**src/rtl/boolean_sweep.sv**
```systemverilog
// -----------------------------------------------------------------------------
// boolean_sweep
//   Stimulus/capture sequencer for a 3-input combinational boolean function.
//   On an accepted start it drives {a,b,c} = 0..7, holding each vector for
//   DWELL cycles, samples f_in on the last cycle of each dwell and assembles
//   the samples into an 8-bit truth table (truth[i] = F at {a,b,c} = i).
//   Completion is marked by a single-cycle done pulse and truth_valid.
//
// Parameters
//   DWELL : cycles each vector is held (1..255)
//   CNT_W : dwell counter width, 2**CNT_W > DWELL
//
// Ports
//   clk         : system clock, rising edge
//   rst_n       : asynchronous active-low reset
//   start       : sweep request, honoured only in IDLE or DONE
//   abort       : synchronous sweep cancel (wins over start)
//   f_in        : F output of the combinational function
//   a, b, c     : vector to the function (a = MSB)
//   busy        : sweep in progress
//   done        : one-cycle completion pulse
//   truth       : captured truth table
//   truth_valid : truth holds a complete, unaborted sweep
//
// Optional build macro BOOLEAN_SWEEP_CHECK_EN adds:
//   expected    : reference table, sampled in the DONE cycle
//   mismatch    : truth != expected, shown in DONE and held afterwards
//   first_bad   : lowest differing index (0 if none)
// -----------------------------------------------------------------------------
module boolean_sweep #(
  parameter int unsigned DWELL = 10,
  parameter int unsigned CNT_W = 8
) (
  input  logic       clk,
  input  logic       rst_n,
  input  logic       start,
  input  logic       abort,
  input  logic       f_in,
`ifdef BOOLEAN_SWEEP_CHECK_EN
  input  logic [7:0] expected,
  output logic       mismatch,
  output logic [2:0] first_bad,
`endif
  output logic       a,
  output logic       b,
  output logic       c,
  output logic       busy,
  output logic       done,
  output logic [7:0] truth,
  output logic       truth_valid
);

  typedef enum logic [1:0] {
    ST_IDLE  = 2'd0,
    ST_DRIVE = 2'd1,
    ST_DONE  = 2'd2
  } state_t;

  state_t             state_q, state_d;
  logic [2:0]         idx_q, idx_d;
  logic [CNT_W-1:0]   cnt_q, cnt_d;
  logic [7:0]         truth_q, truth_d;
  logic               valid_q, valid_d;
  logic               start_ok;
  logic               last_dwell;

  // abort suppresses a same-cycle start in every state
  assign start_ok   = start && !abort && (state_q != ST_DRIVE);
  assign last_dwell = (cnt_q == CNT_W'(DWELL - 1));

  always_ff @(posedge clk or negedge rst_n) begin
    if (!rst_n) begin
      state_q <= ST_IDLE;
      idx_q   <= '0;
      cnt_q   <= '0;
      truth_q <= '0;
      valid_q <= 1'b0;
    end else begin
      state_q <= state_d;
      idx_q   <= idx_d;
      cnt_q   <= cnt_d;
      truth_q <= truth_d;
      valid_q <= valid_d;
    end
  end

  always_comb begin
    state_d = state_q;
    idx_d   = idx_q;
    cnt_d   = cnt_q;
    truth_d = truth_q;
    valid_d = valid_q;

    case (state_q)
      ST_IDLE, ST_DONE: begin
        if (start_ok) begin
          state_d = ST_DRIVE;
          idx_d   = '0;
          cnt_d   = '0;
          truth_d = '0;
          valid_d = 1'b0;
        end else if (state_q == ST_DONE) begin
          state_d = ST_IDLE;
        end
      end

      ST_DRIVE: begin
        if (abort) begin
          // partial truth bits are deliberately kept
          state_d = ST_IDLE;
          idx_d   = '0;
          cnt_d   = '0;
          valid_d = 1'b0;
        end else if (last_dwell) begin
          truth_d[idx_q] = f_in;
          cnt_d          = '0;
          if (idx_q == 3'd7) begin
            state_d = ST_DONE;
            idx_d   = '0;
            valid_d = 1'b1;
          end else begin
            idx_d = idx_q + 3'd1;
          end
        end else begin
          cnt_d = cnt_q + CNT_W'(1);
        end
      end

      default: begin
        state_d = ST_IDLE;
        idx_d   = '0;
        cnt_d   = '0;
      end
    endcase
  end

  // Outputs decode from registered state only, so the vector is glitch-free
  // and returns to 0 outside DRIVE.
  always_comb begin
    busy        = (state_q == ST_DRIVE);
    done        = (state_q == ST_DONE);
    {a, b, c}   = (state_q == ST_DRIVE) ? idx_q : 3'd0;
    truth       = truth_q;
    truth_valid = valid_q;
  end

`ifdef BOOLEAN_SWEEP_CHECK_EN
  logic [7:0] diff;
  logic       mismatch_now;
  logic [2:0] first_bad_now;
  logic       found;
  logic       mismatch_q;
  logic [2:0] first_bad_q;

  always_comb begin
    diff          = truth_q ^ expected;
    mismatch_now  = |diff;
    first_bad_now = 3'd0;
    found         = 1'b0;
    for (int unsigned i = 0; i < 8; i++) begin
      if (diff[i] && !found) begin
        first_bad_now = 3'(i);
        found         = 1'b1;
      end
    end
  end

  always_ff @(posedge clk or negedge rst_n) begin
    if (!rst_n) begin
      mismatch_q  <= 1'b0;
      first_bad_q <= '0;
    end else if (start_ok) begin
      mismatch_q  <= 1'b0;
      first_bad_q <= '0;
    end else if (state_q == ST_DONE) begin
      mismatch_q  <= mismatch_now;
      first_bad_q <= first_bad_now;
    end
  end

  // The compare result is visible combinationally in the DONE cycle itself
  // and held by the registers after it.
  always_comb begin
    mismatch  = (state_q == ST_DONE) ? mismatch_now  : mismatch_q;
    first_bad = (state_q == ST_DONE) ? first_bad_now : first_bad_q;
  end
`endif

endmodule

```
**config.mk**
```make
export PLATFORM = sky130hd
export DESIGN_NAME = boolean_sweep
export DESIGN_NICKNAME = d
export VERILOG_FILES = /design/src/rtl/boolean_sweep.sv
export SDC_FILE = /design/constraint.sdc
export NUM_CORES = 1
export LEC_CHECK = 0
export BUFFER_PORTS_ARGS = -buffer_cell sky130_fd_sc_hd__buf_2
export CAP_MARGIN = 40
export CORE_MARGIN = 2
export CORE_UTILIZATION = 45
export DETAILED_ROUTE_END_ITERATION = 10
export HOLD_SLACK_MARGIN = 0.02
export PLACE_DENSITY = 0.66
export SYNTH_ARGS = -nofsm -noshare
export SYNTH_HDL_FRONTEND = slang
export SYNTH_SLANG_ARGS = --single-unit
export TNS_END_PERCENT = 20
```
**constraint.sdc**
```tcl
create_clock -name clk -period 2.24 [get_ports clk]
set_input_delay 0.448 -clock clk [delete_from_list [all_inputs] [get_ports clk]]
set_output_delay 0.448 -clock clk [all_outputs]
set_load 0.02 [all_outputs]
```
# ---- After elaboration in Yosys (flattened, before gate mapping)
# Index checks and enable logic that the tools add are counted.
dict set report totals {
  register_bits 22
  inputBits 5
  out_inout_bits 14
  word_cells 58
}
dict set report op_classes {
  n_addsub 2
  order_cmp 2
  n_eq_ne 11
  mux 27
  reduce_logical 11
}
# operator n
set ops {}
lappend ops {{two-way mux 8 bit} 5}
lappend ops {{one-hot mux 8 bit (2 select lines)} 2}
lappend ops {{two-way mux 3 bit} 5}
lappend ops {{two-way mux 2 bit} 5}
lappend ops {{adder 8 x 1 -> 8 bit, second input constant} 1}
lappend ops {{bitwise mux 8 bit} 1}
lappend ops {{== test 8 x 4 -> 1 bit, second input constant} 1}
lappend ops {{AND reduction 4 bit} 2}
lappend ops {{inequality test 3 x 2 -> 1 bit, second input constant} 2}
lappend ops {{one-hot mux 3 bit (2 select lines)} 1}
lappend ops {{two-way mux 1 bit} 5}
lappend ops {{< comparator 3 x 4 -> 1 bit, second input constant} 1}
lappend ops {{inequality test 2 x 1 -> 1 bit, second input constant} 2}
lappend ops {{inequality test 2 bit, second input constant} 2}
lappend ops {{one-hot mux 2 bit (2 select lines)} 1}
lappend ops {{adder 3 x 1 -> 3 bit, second input constant} 1}
lappend ops {{demux 1 bit (select 3 bit)} 1}
lappend ops {{== test 3 bit, second input constant} 1}
lappend ops {{>= comparator 3 x 1 -> 1 bit, second input constant} 1}
lappend ops {{logical AND 1 bit} 3}
lappend ops {{inequality test 3 bit, second input constant} 1}
lappend ops {{AND reduction 3 bit} 1}
lappend ops {{== test 2 x 1 -> 1 bit, second input constant} 1}
lappend ops {{== test 2 bit, second input constant} 1}
lappend ops {{6 further kinds} 6}

# ---- Longest topological paths before layout
dict set report depth {
  ltp_word 8
  ltp_mapped 6
  mapped_depth_nobuf 6
}

# ---- Least setup slack after synthesis
# No wires, ideal clock.
dict set report synth_path {
  kind {register to output}
  start {register state_q[0]}
  end {output a}
  arrival_ns 1.225
  required_ns 1.792
  slack_ns 0.567
  stages_incl_launch_ff 5
  n_path_buf 2
  path_cell_list {dfrtp_1 -> clkbuf_1 -> nand2b_1 -> clkbuf_1 -> nor2_1}
}
dict set report synth_between {
  elab_chain_cells 2
}
# item line_no
set synth_rtl {}
lappend synth_rtl {{start: declaration} 59} ;# state_t state_q, state_d;
lappend synth_rtl {{start signal: assignment} 79} ;# state_q <= state_d;
lappend synth_rtl {{== test 2 x 1 -> 1 bit} 142} ;# {a, b, c} = (state_q == ST_DRIVE) ? idx_q : 3'd0;
lappend synth_rtl {{two-way mux 3 bit} 142}
lappend synth_rtl {{end: declaration} 44} ;# output logic a,
# No other way between the ends.

# ---- Worst setup path in the final report
dict set report layout_path {
  start {register state_q[0]}
  end {output b}
}
dict set report layout_between {
  elab_chain_cells 2
}
# item line_no
set layout_rtl {}
lappend layout_rtl {{== test 2 x 1 -> 1 bit} 142}
lappend layout_rtl {{two-way mux 3 bit} 142}
lappend layout_rtl {{end: declaration} 45} ;# output logic b,
# No other way between the ends.

==> impl_metrics.env <==
export IMPL_ant_nets=0
export IMPL_coreArea_um2=2500
export IMPL_crit_path_end_kind="output pin"
export IMPL_r2r_end="truth[0]"
export IMPL_antenna_found_initial=0
export IMPL_layout_nets=156
export IMPL_cts_hold_buf=0
export IMPL_cellPowerDensity_nw_per_um2=542
export IMPL_reg2reg_slack_ns=0.44
export IMPL_layout_drive_gt1_share_pct=21.9
export IMPL_numCtsBuffers=3
export IMPL_row_count=18
export IMPL_routabilityCongestion=0.832
export IMPL_fin_crit_ns=1.90
export IMPL_syn_inst=128
export IMPL_die_w_um=55.8
export IMPL_ios=19
export IMPL_synth_top_area_cell="dfrtp_1"
export IMPL_worstPathArrival_ns=1.45
export IMPL_ys_seq_elements=22
export IMPL_post_cts_resized=0
export IMPL_avgSynthCellArea_um2=9.42
export IMPL_dr_total_vias=984
export IMPL_pre_cts_slack_ns=0.449
export IMPL_switching_power_mw=0.201
export IMPL_syn_nets=137
export IMPL_wl_per_cell_um=13.7
export IMPL_clk_pin_slew_ns=0.13
export IMPL_crit_path_max_fanout=11
export IMPL_ir_drop_v=0.000394
export IMPL_worstSetupStartpointType="flip-flop"
export IMPL_cts_buffer_depth=2
export IMPL_grtUsageTotal_pct=15.8
export IMPL_p_int_mw=0.535
export IMPL_reg2regPathDepth=6
export IMPL_slew_viol_final=0
export IMPL_tightest_slew_ns=0.634
export IMPL_ys_seq_area_share_pct=45.6
export IMPL_max_freq_mhz=527
export IMPL_yosysUniqueCellTypes=35
export IMPL_hold_viol=0
export IMPL_setup_tns_ns=0
export IMPL_die_h_um=55.8
export IMPL_final_setup_worst_slack_ns=0.343
export IMPL_worstSetupPathType="reg -> out"
export IMPL_port_buffers=18
export IMPL_leakage_nw=0.674
export IMPL_syn_area_um2=1210
export IMPL_grt_pass1_wl_um=3900
export IMPL_root_buffer="clkbuf_4"
export IMPL_dieArea_um2=3110
export IMPL_status="complete, no violations"
export IMPL_path_cells="nand2b_1, buf_4, nor2_1, buf_2"
export IMPL_p_sw_share_pct=27.3
export IMPL_clk_latency_ns=0.31
export IMPL_slowest_delay_ns=0.55
export IMPL_worstPathRequired_ns=1.79
export IMPL_hp_class="in -> async"
export IMPL_fin_crit_sh_pct=84.7
export IMPL_p_comb_share_pct=11.4
export IMPL_cts_sink_count=22
export IMPL_rsz0062_at_grt="false"
export IMPL_max_slew_margin_pct=57.7
export IMPL_postCtsSetupRepairBufs=0
export IMPL_rr_startpoint="cnt_q[1]"
export IMPL_overflow=0
export IMPL_synth_top_area_share_pct=45.6
export IMPL_p_seq_share_pct=58.1
export IMPL_htreeDepth=1
export IMPL_n_antenna_cell=0
export IMPL_clock_skew_ns=0.0108
export IMPL_drt_iter0_markers=26
export IMPL_cp_slowest_cell="dfrtp_1"
export IMPL_initial_core_util_pct=48.2
export IMPL_drcViolationCount=0
export IMPL_viasPerCell=5.59
export IMPL_synthTopCellsByArea="dfrtp_1, o21ai_0, nand2_1"
export IMPL_cts_tree="done"
export IMPL_area_growth_pct=12.6
export IMPL_first_pass_iters=4
export IMPL_first_global_vias=823
export IMPL_drt_total_wl_um=2410
export IMPL_yosysWarnings=0
export IMPL_p_clk_share_pct=30.5
export IMPL_setup_viol=0
export IMPL_maxCapViolCount=0
export IMPL_final_core_util_pct=54.3
export IMPL_place_hpwl_um=1770
export IMPL_grt_max_degree=23
==> state kept, by name, indices dropped and copies added (netlist names) <==
register,count
cnt_q,8
idx_q,3
truth,8
truth_valid,1
state_q,2
==> synthesized netlist by cell type <==
| master | number |
|---|---|
| dfrtp_1 | 22 |
| nand2_1 | 16 |
| o21ai_0 | 14 |
| nor2_1 | 10 |
| a21oi_1 | 9 |
| inv_1 | 5 |
| nor2b_1 | 5 |
| clkbuf_1 | 4 |
| ha_1 | 4 |
| nand3_1 | 4 |
| xor2_1 | 4 |
| o2111ai_1 | 3 |
| a31oi_1 | 2 |
| and2_1 | 2 |
| mux2i_1 | 2 |
| o31ai_1 | 2 |
| or3_1 | 2 |
| a21oi_4 | 1 |
| a32oi_1 | 1 |
| and3_1 | 1 |
| and3b_1 | 1 |
| and4_2 | 1 |
| buf_2 | 1 |
| mux2_2 | 1 |
| nand2_2 | 1 |
| nand2b_1 | 1 |
| nor2b_2 | 1 |
| nor3_1 | 1 |
| nor3b_4 | 1 |
| nor4_1 | 1 |
| nor4_4 | 1 |
| o211ai_1 | 1 |
| o21ai_1 | 1 |
| o221a_2 | 1 |
| or3_4 | 1 |
==> power groups by stage <==
stage | Sequential, mW | Clock [mW] | Combinational [mW]
global route | 0.431 | 0.244 | 0.0972
global placement | 0.435 | 0 | 0.0827
detailed placement | 0.435 | 0 | 0.0839
floorplan | 0.424 | 0 | 0.0650
CTS | 0.427 | 0.228 | 0.0842
finish | 0.428 | 0.224 | 0.0840
==> logic make-up (layout without fill, tap and decap cells) <==
group                    count (synthesis)  count (layout)  share of synthesized area, %
AO/OA/AOI/OAI                           35              35                          18.0
buffers and inverters                   10              28                          3.22
AND/OR/NAND/NOR                         50              50                          23.4
XOR/XNOR                                 4               4                          2.90
flip-flops                              22              22                          45.6
multiplexers                             3               3                          2.59
adder cells (fa/ha/maj)                  4               4                          4.15
==> final cells by class <==
cell class / instances / area [um2]
Fill cell: 200 / 1140
Multi-Input combinational cell: 96 / 617
Sequential cell: 22 / 551
Timing Repair Buffer: 19 / 97.6
Tap cell: 30 / 37.5
Clock buffer: 4 / 36.3
Inverter: 5 / 18.8
==> metrics by stage <==
stage	cell area [um2]	hold slack, ns	power [mW]	instances
2_1_floorplan	1210	0.152	0.489	128
3_3_place_gp	1320	0.436	0.518	172
3_5_place_dp	1320	0.439	0.519	172
4_1_cts	1360	0.0887	0.740	176
5_1_grt	1360	0.113	0.772	176
6_report	1360	0.0715	0.736	176
==> routing by layer <==
layer,vias up,routed length (um),GRT usage [%]
met2,29,1070,23.1
met5,-,0,0
li1,491,-,-
met4,0,34,4.18
met3,4,113,5.12
met1,460,1190,22.5
==> worst max-delay path: cells and delay by family (launching register included) <==
kind / cells / cell delay [ns]
buffers and inverters: 2 / 0.36
DFF: 1 / 0.55
and+or+nand+nor: 2 / 0.24
==> cells in the final DEF (no fill, tap or decap), types with 3 or more instances in the layout <==
cell | synthesis | final
dfrtp_1 | 22 | 22
xor2_1 | 4 | 4
clkbuf_4 | 0 | 3
ha_1 | 4 | 4
nor2_1 | 10 | 10
buf_2 | 1 | 18
o21ai_0 | 14 | 14
nor2b_1 | 5 | 5
a21oi_1 | 9 | 9
nand3_1 | 4 | 4
inv_1 | 5 | 5
o2111ai_1 | 3 | 3
nand2_1 | 16 | 16
==> how the worst max path moves through the flow <==
stage / startpoint / end / slack [ns] / cells past startpoint
detailed placement: abort / idx_q[0] / 0.45 / 5
global route: state_q[0] / a / 0.22 / 4
finish: state_q[0] / b / 0.34 / 4
floorplan: state_q[0] / a / 0.57 / 4
global placement: abort / idx_q[0] / 0.45 / 5
CTS: state_q[0] / b / 0.33 / 4
Note: power is estimated with default switching activity, not from simulation.
